### src/rtl/datapath_sequencer_if.sv
// Command handshake and completion report between a command issuer and the
// datapath sequencer.
interface datapath_sequencer_if #(
    parameter int DATA_W = 64
);
    logic              cmd_valid;
    logic              cmd_ready;
    logic [2:0]        cmd_op;
    logic [4:0]        cmd_fs;
    logic              cmd_c0;
    logic [4:0]        cmd_d;
    logic [4:0]        cmd_a;
    logic [4:0]        cmd_b;
    logic [DATA_W-1:0] cmd_k;
    logic              done;
    logic [3:0]        done_status;
    logic              err;

    modport master (
        output cmd_valid, cmd_op, cmd_fs, cmd_c0, cmd_d, cmd_a, cmd_b, cmd_k,
        input  cmd_ready, done, done_status, err
    );

    modport slave (
        input  cmd_valid, cmd_op, cmd_fs, cmd_c0, cmd_d, cmd_a, cmd_b, cmd_k,
        output cmd_ready, done, done_status, err
    );
endinterface

### src/rtl/datapath_sequencer.sv
// Expands one macro-command into 1-3 control-word cycles for the register-file/ALU
// datapath, captures the ALU flags and pulses done on completion.
module datapath_sequencer #(
    parameter int DATA_W = 64
) (
    input  logic              clk,
    input  logic              rst,
    datapath_sequencer_if.slave cmd,
    input  logic [3:0]        Status,
    output logic              W,
    output logic              EN_ALU,
    output logic              EN_B,
    output logic              K_SEL,
    output logic              C0,
    output logic [4:0]        SA,
    output logic [4:0]        SB,
    output logic [4:0]        DA,
    output logic [4:0]        FS,
    output logic [DATA_W-1:0] K
);
    localparam logic [4:0] FS_XOR = 5'b01100;
    localparam logic [4:0] FS_ADD = 5'b01000;

    localparam logic [2:0] OP_ALU_RR = 3'd0;
    localparam logic [2:0] OP_ALU_RI = 3'd1;
    localparam logic [2:0] OP_MOV    = 3'd2;
    localparam logic [2:0] OP_LDI    = 3'd3;
    localparam logic [2:0] OP_SWAP   = 3'd4;

    typedef enum logic {IDLE, EXEC} state_t;

    state_t            state, state_nxt;
    logic [1:0]        step;
    logic [1:0]        last_step;
    logic              accept;
    logic              finish;

    logic [2:0]        op_p0;
    logic [4:0]        fs_p0;
    logic              c0_p0;
    logic [4:0]        d_p0;
    logic [4:0]        a_p0;
    logic [4:0]        b_p0;
    logic [DATA_W-1:0] k_p0;

    logic              illegal;
    logic              alu_type;

    assign illegal  = op_p0[2] & op_p0[1];
    assign alu_type = (op_p0 == OP_ALU_RR) || (op_p0 == OP_ALU_RI) || (op_p0 == OP_LDI);

    always_ff @(posedge clk or posedge rst) begin
        if (rst) state <= IDLE;
        else     state <= state_nxt;
    end

    always_comb begin
        state_nxt     = state;
        cmd.cmd_ready = (state == IDLE);
        accept        = cmd.cmd_valid && (state == IDLE);

        case (op_p0)
            OP_LDI:  last_step = 2'd1;
            OP_SWAP: last_step = (a_p0 == b_p0) ? 2'd0 : 2'd2;
            default: last_step = 2'd0;
        endcase
        finish = (state == EXEC) && (step == last_step);

        if (accept)      state_nxt = EXEC;
        else if (finish) state_nxt = IDLE;

        W      = 1'b0;
        EN_ALU = 1'b0;
        EN_B   = 1'b0;
        K_SEL  = 1'b0;
        C0     = 1'b0;
        SA     = 5'd0;
        SB     = 5'd0;
        DA     = 5'd0;
        FS     = 5'd0;
        K      = '0;

        // Control word comes only from the registered command, so cmd_* may change in EXEC
        if (state == EXEC) begin
            case (op_p0)
                OP_ALU_RR, OP_ALU_RI: begin
                    SA     = a_p0;
                    SB     = b_p0;
                    DA     = d_p0;
                    FS     = fs_p0;
                    C0     = c0_p0;
                    EN_ALU = 1'b1;
                    W      = 1'b1;
                    if (op_p0 == OP_ALU_RI) begin
                        K_SEL = 1'b1;
                        K     = k_p0;
                    end
                end
                OP_MOV: begin
                    SB   = b_p0;
                    DA   = d_p0;
                    EN_B = 1'b1;
                    W    = 1'b1;
                end
                OP_LDI: begin
                    SA     = d_p0;
                    DA     = d_p0;
                    EN_ALU = 1'b1;
                    W      = 1'b1;
                    if (step == 2'd0) begin
                        SB = d_p0;
                        FS = FS_XOR;
                    end else begin
                        FS    = FS_ADD;
                        K_SEL = 1'b1;
                        K     = k_p0;
                    end
                end
                OP_SWAP: begin
                    if (a_p0 != b_p0) begin
                        FS     = FS_XOR;
                        EN_ALU = 1'b1;
                        W      = 1'b1;
                        if (step == 2'd1) begin
                            SA = b_p0;
                            SB = a_p0;
                            DA = b_p0;
                        end else begin
                            SA = a_p0;
                            SB = b_p0;
                            DA = a_p0;
                        end
                    end
                end
                default: ;
            endcase
        end
    end

    always_ff @(posedge clk or posedge rst) begin
        if (rst) begin
            step            <= 2'd0;
            op_p0           <= 3'd0;
            fs_p0           <= 5'd0;
            c0_p0           <= 1'b0;
            d_p0            <= 5'd0;
            a_p0            <= 5'd0;
            b_p0            <= 5'd0;
            k_p0            <= '0;
            cmd.done        <= 1'b0;
            cmd.done_status <= 4'd0;
            cmd.err         <= 1'b0;
        end else begin
            cmd.done <= finish;
            if (accept) begin
                step    <= 2'd0;
                op_p0   <= cmd.cmd_op;
                fs_p0   <= cmd.cmd_fs;
                c0_p0   <= cmd.cmd_c0;
                d_p0    <= cmd.cmd_d;
                a_p0    <= cmd.cmd_a;
                b_p0    <= cmd.cmd_b;
                k_p0    <= cmd.cmd_k;
                cmd.err <= 1'b0;
            end else if (finish) begin
                step    <= 2'd0;
                cmd.err <= illegal;
                if (alu_type) cmd.done_status <= Status;
            end else if (state == EXEC) begin
                step <= step + 2'd1;
            end
        end
    end
endmodule
### src/flat_wrapper.sv
// flat-port wrapper written by rule: the top's interface ports become plain ports
module datapath_sequencer_flat 
#(
    parameter int DATA_W = 64
)
  (clk, rst, Status, W, EN_ALU, EN_B, K_SEL, C0, SA, SB, DA, FS, K, cmd_cmd_valid, cmd_cmd_op, cmd_cmd_fs, cmd_cmd_c0, cmd_cmd_d, cmd_cmd_a, cmd_cmd_b, cmd_cmd_k, cmd_cmd_ready, cmd_done, cmd_done_status, cmd_err);
  datapath_sequencer_if #(.DATA_W(DATA_W)) cmd_i ();
  input  logic clk;
  input  logic rst;
  input  logic [3:0] Status;
  output logic W;
  output logic EN_ALU;
  output logic EN_B;
  output logic K_SEL;
  output logic C0;
  output logic [4:0] SA;
  output logic [4:0] SB;
  output logic [4:0] DA;
  output logic [4:0] FS;
  output logic [DATA_W-1:0] K;
  input wire logic [$bits(cmd_i.cmd_valid)-1:0] cmd_cmd_valid;
  input wire logic [$bits(cmd_i.cmd_op)-1:0] cmd_cmd_op;
  input wire logic [$bits(cmd_i.cmd_fs)-1:0] cmd_cmd_fs;
  input wire logic [$bits(cmd_i.cmd_c0)-1:0] cmd_cmd_c0;
  input wire logic [$bits(cmd_i.cmd_d)-1:0] cmd_cmd_d;
  input wire logic [$bits(cmd_i.cmd_a)-1:0] cmd_cmd_a;
  input wire logic [$bits(cmd_i.cmd_b)-1:0] cmd_cmd_b;
  input wire logic [$bits(cmd_i.cmd_k)-1:0] cmd_cmd_k;
  output wire logic [$bits(cmd_i.cmd_ready)-1:0] cmd_cmd_ready;
  output wire logic [$bits(cmd_i.done)-1:0] cmd_done;
  output wire logic [$bits(cmd_i.done_status)-1:0] cmd_done_status;
  output wire logic [$bits(cmd_i.err)-1:0] cmd_err;
  assign cmd_i.cmd_valid = cmd_cmd_valid;
  assign cmd_i.cmd_op = cmd_cmd_op;
  assign cmd_i.cmd_fs = cmd_cmd_fs;
  assign cmd_i.cmd_c0 = cmd_cmd_c0;
  assign cmd_i.cmd_d = cmd_cmd_d;
  assign cmd_i.cmd_a = cmd_cmd_a;
  assign cmd_i.cmd_b = cmd_cmd_b;
  assign cmd_i.cmd_k = cmd_cmd_k;
  assign cmd_cmd_ready = cmd_i.cmd_ready;
  assign cmd_done = cmd_i.done;
  assign cmd_done_status = cmd_i.done_status;
  assign cmd_err = cmd_i.err;
  datapath_sequencer #(.DATA_W(DATA_W)) u_core (.clk(clk), .rst(rst), .cmd(cmd_i), .Status(Status), .W(W), .EN_ALU(EN_ALU), .EN_B(EN_B), .K_SEL(K_SEL), .C0(C0), .SA(SA), .SB(SB), .DA(DA), .FS(FS), .K(K));
endmodule
### config.mk
export PLATFORM = sky130hd
export DESIGN_NAME = datapath_sequencer_flat
export DESIGN_NICKNAME = d
export VERILOG_FILES = /design/src/rtl/datapath_sequencer_if.sv /design/src/rtl/datapath_sequencer.sv /design/src/flat_wrapper.sv
export SDC_FILE = /design/constraint.sdc
export NUM_CORES = 1
export LEC_CHECK = 0
export BUFFER_PORTS_ARGS = -buffer_cell sky130_fd_sc_hd__buf_2
export CORE_MARGIN = 1
export CORE_UTILIZATION = 45
export DETAILED_ROUTE_END_ITERATION = 7
export GPL_TIMING_DRIVEN = 0
export PLACE_DENSITY_LB_ADDON = 0.25
export SKIP_CTS_REPAIR_TIMING = 1
export SYNTH_ARGS = -nofsm -noshare
export SYNTH_HDL_FRONTEND = slang
export SYNTH_SLANG_ARGS = --single-unit
### constraint.sdc
create_clock -name clk -period 3.1 [get_ports clk]
set_input_delay 0.31 -clock clk [delete_from_list [all_inputs] [get_ports clk]]
set_output_delay 0.31 -clock clk [all_outputs]
set_load 0.05 [all_outputs]
; ---- Word level (Yosys, flattened, before mapping)
; Cells that the tools add are included.
; W data, S select, Z words.
[word_totals]
output_inout_bits = 96
word_cells = 78
in_bits = 95
register_bits = 97
[op_classes]
add_sub_neg = 1
reduce_logical = 13
muxes = 41
eq_ne = 8
bitwise = 3
[op_table]
columns = operator, count
row1 = $mux W64, 3
row2 = $pmux W64 S2, 1
row3 = $mux W5, 9
row4 = $pmux W5 S3, 3
row5 = $mux W1, 14
row6 = $pmux W5 S2, 1
row7 = $mux W2, 4
row8 = $eq A3 B2 Y1 const B, 2
row9 = $pmux W1 S2, 3
row10 = $reduce_or A3 Y1, 2
row11 = $eq A5 B5 Y1, 1
row12 = $ne A5 B5 Y1, 1
row13 = $mux W4, 1
row14 = $pmux W2 S2, 1
row15 = $reduce_or A4 Y1, 1
row16 = $eq A3 B1 Y1 const B, 1
row17 = $eq A3 B3 Y1 const B, 1
row18 = $logic_not A3 Y1, 1
row19 = $mux W3, 1
row20 = $reduce_and A3 Y1, 1
row21 = $reduce_bool A3 Y1, 1
row22 = $add A2 B1 Y2 const B, 1
row23 = $eq A2 B1 Y1 const B, 1
row24 = $eq A2 B2 Y1, 1
row25 = 7 further kinds, 10

; ---- Longest topological paths before layout
[logic_depth]
ltp_word = 7
ltp_mapped = 6
ltp_nobuf = 6

; ---- Least setup slack after synthesis
; Ideal clock, no wire load.
[synth_timing]
path_kind = register to output
start = reg u_core.step[0]
end = out K[54]
path_slack_ns = 0.731
arrival_ns = 2.059
path_buffers = 1
stages_incl_launch_ff = 6
path_cell_list = dfrtp_1 > inv_1 > ha_1 > a211oi_1 > clkbuf_1 > and2_1
[synth_between]
elab_chain_cells = 4
[synth_lines]
columns = item, line_no
row1 = start: declaration, datapath_sequencer.sv:33  ; logic [1:0] step;
row2 = start signal: assignment, datapath_sequencer.sv:170  ; step <= step + 2'd1;
row3 = $logic_not A2 Y1, datapath_sequencer.sv:110  ; if (step == 2'd0) begin
row4 = $mux W64, datapath_sequencer.sv:110
row5 = $pmux W64 S2, datapath_sequencer.sv:85  ; case (op_p0)
row6 = $mux W64, datapath_sequencer.sv:84  ; if (state == EXEC) begin
row7 = end: declaration, flat_wrapper.sv:20  ; output logic [DATA_W-1:0] K;
; No other way between the ends.

; ---- Final worst setup path
[layout_timing]
start = reg u_core.step[0]
end = out K[25]
; Same word-level chain as after synthesis.

==> impl_metrics.ini <==
[outcome]
outcome = finished, violations left
violations = negative hold slack

[sta]
worst_pin_slew_ns = 0.5122
setup_viol = 0
rsz0062_at_grt = false
period_minus_slack_ns = 2.732
hold_viol = 39
fin_crit_sh = 0.8811
finClkSkew_ns = 0.01428
max_freq_mhz = 366.1
relSlewSlack = 0.6586
drv_slew = 0
hold_slack_ns = -0.02066

[floorplan]
die_x_um = 104.6
core-area_mm2 = 0.01028
die_h_um = 104.6
initial_core_util = 0.4610
io_pins = 191
die-area_mm2 = 0.01094
core.rowCount = 37

[placed_design]
gp_congestion = 0.7998
place_area_mm2 = 0.005889
io_buffers = 190
dp_hpwl_mm = 8.248
dp.cells = 725

[critical_path]
critPathLaunch = u_core.step[0]
reg2reg_setup_slack_ns = 1.40
required_ns = 2.79
cp_max_fo = 10
timing.rr.start = u_core.a_p0[1]
cp_slowest_cell = dfrtp_1
end_kind = primary output
worst-setup-path-type = reg2out
cpMostUsedCell = clkbuf_2
cpPeakStageDelay_ns = 0.40
worstSetupStartpointType = register
worstPathArrival_ns = 2.42
path_cells = inv_1 > ha_1 > a211oi_1 > clkbuf_2 > clkbuf_2 > and2_1 > buf_2

[cts]
cts_made_buffers = 9
cts_sinks = 97
h-tree-depth = 3
clockBufferDepth = 2
cts_tree = yes
root_buffer = clkbuf_8
insertion_delay_ns = 0.37
path_clk_slew_ns = 0.09

[synth]
synthDistinctLibCells = 31
synth-edff-count = 0
synthFlopType = dfrtp_1
syn_inst = 398
synth_area_per_cell_um2 = 11.91
synth_nets = 495
synth_area_mm2 = 0.004738
synth-async-reset-ratio = 1.000
ys_ff_latch = 97
ys_seq_area_frac = 0.5123
ys_warn_count = 0

[global_routing]
grt_max_degree = 59
grt_pass1_wl_mm = 18.07
first_global_vias = 3735
antenna_found_initial = 0
grt_usage = 0.2078
grt_remaining_overflow = 0

[run]
max-cap-violations = 0

[worst_hold_path]
min_path_type = in2async

[layout]
utilization = 0.5989
final_cells = 741
fin_area_mm2 = 0.006155
nets = 697
layout-drive-gt1-share = 0.5455
areaGrowthSynthToFinish_pct = 29.89
antenna_cells = 0

[power]
finalPower_mw = 7.216
power-per-cell-area_mw_per_mm2 = 1173
power_leakage_nw = 3.061
vdd_drop_max_mv = 0.5806

[detailed_routing]
wl_mm = 11.03
viasPerCell = 4.915
drc_errors = 0
dr.first_iter.drc_count = 98
dr_total_vias = 3642
postRouteAntennaNets = 0
wl_per_cell_um = 14.88
firstDrtPassIters = 4
## kinds of logic after synthesis
family,count (synthesis),share of synthesized area
AO/OA/AOI/OAI,41,0.05545
XOR/XNOR,6,0.01268
adder cells (fa/ha/maj),2,0.005280
buffers and inverters,32,0.03063
flip-flops,97,0.5123
multiplexers,99,0.2371
AND/OR/NAND/NOR,121,0.1466
## layout by cell type, fill, tap and decap left out, types with 2 or more instances in the layout
cell type and n:
buf_2 201, dfrtp_1 97, mux2_2 96, and2_1 69, a21oi_1 25, nor2_1 14
nand2_1 11, clkbuf_8 9, nor2b_1 8, clkbuf_1 7, nand2b_1 7, o21ai_0 7
inv_1 6, clkbuf_2 6, xor2_1 5, a32oi_1 5, bufinv_16 4, nand3_1 3
or2_2 3, mux2i_1 2, or2_0 2, ha_1 2
## report_power, final
group	switching (mW)	total, mW	internal [mW]
clock network	0.457	1.08	0.619
logic	2.46	3.83	1.37
registers	0.407	2.31	1.91
total	3.32	7.22	3.89
## synth_stat cells, types with 2 or more instances
cell,number,area share
dfrtp_1,97,0.51
nand2b_1,7,0.0092
clkbuf_2,6,0.0063
nand2_1,11,0.0087
inv_1,7,0.0055
mux2i_1,2,0.0042
nor2_1,14,0.011
buf_2,11,0.012
ha_1,2,0.0053
or2_2,3,0.0040
clkbuf_1,7,0.0055
nor2b_1,8,0.011
mux2_2,96,0.23
and2_1,69,0.091
a32oi_1,5,0.0092
nand3_1,3,0.0032
or2_0,2,0.0026
xor2_1,5,0.0092
a21oi_1,25,0.026
o21ai_0,7,0.0074
## sequential cells by signal, summed over array words and instances, names as in the netlist
| signal | count |
|---|---|
| u_core.k_p0 | 64 |
| u_core.a_p0 | 5 |
| u_core.b_p0 | 5 |
| u_core.d_p0 | 5 |
| u_core.fs_p0 | 5 |
| u_core.cmd.done_status | 4 |
| u_core.op_p0 | 3 |
| u_core.step | 2 |
| u_core.c0_p0 | 1 |
| u_core.cmd.done | 1 |
| u_core.cmd.err | 1 |
| u_core.state | 1 |
## per-stage QoR
stage          setup TNS (ns)  setup slack, ns  hold slack (ns)
2_1_floorplan               0           0.2563           0.4268
3_3_place_gp           -78.51          -0.8139           0.4802
3_5_place_dp                0           0.7634           0.3907
4_1_cts                     0           0.3431         -0.01162
5_1_grt                     0           0.2012          0.01157
6_report                    0           0.3685         -0.02066
## final timing paths
| path | cells past startpoint | endpoint |
|---|---|---|
| setup / recovery | 7 | K[25] |
| hold / removal | 2 | u_core.k_p0[24] |
| setup reg to reg | 5 | u_core.cmd.err |
| hold reg to reg | 1 | u_core.k_p0[55] |
| max in group asynchronous | 3 | u_core.k_p0[61] |
| min in group clk | 2 | u_core.fs_p0[2] |
## worst max-delay path: cells and delay by family (launching register included)
| family | cells | cell delay [ns] |
|---|---|---|
| AO/OA/AOI/OAI | 1 | 0.34 |
| adder cells (fa/ha/maj) | 1 | 0.25 |
| buffers and inverters | 4 | 0.93 |
| flip-flops | 1 | 0.40 |
| AND/OR/NAND/NOR | 1 | 0.15 |
## per-layer routing
layer,part of all wire,track usage,vias to the layer above
met5,0,0,-
met4,0.018,0.08652,0
met3,0.070,0.05365,16
met2,0.47,0.3330,135
met1,0.44,0.2680,1740
li1,-,-,1751
## area by class of cell
type                       instances  area (µm²)
buffer                            25       118.9
clock buffer                       9       123.9
clock inverter                     7       141.4
fill                             908        4123
inverter                           7       28.78
multi-input combinational        269        2166
sequential                        97        2427
tap                              136       170.2
timing repair buffer             191       978.4
Note: power is estimated with default switching activity, not from simulation.
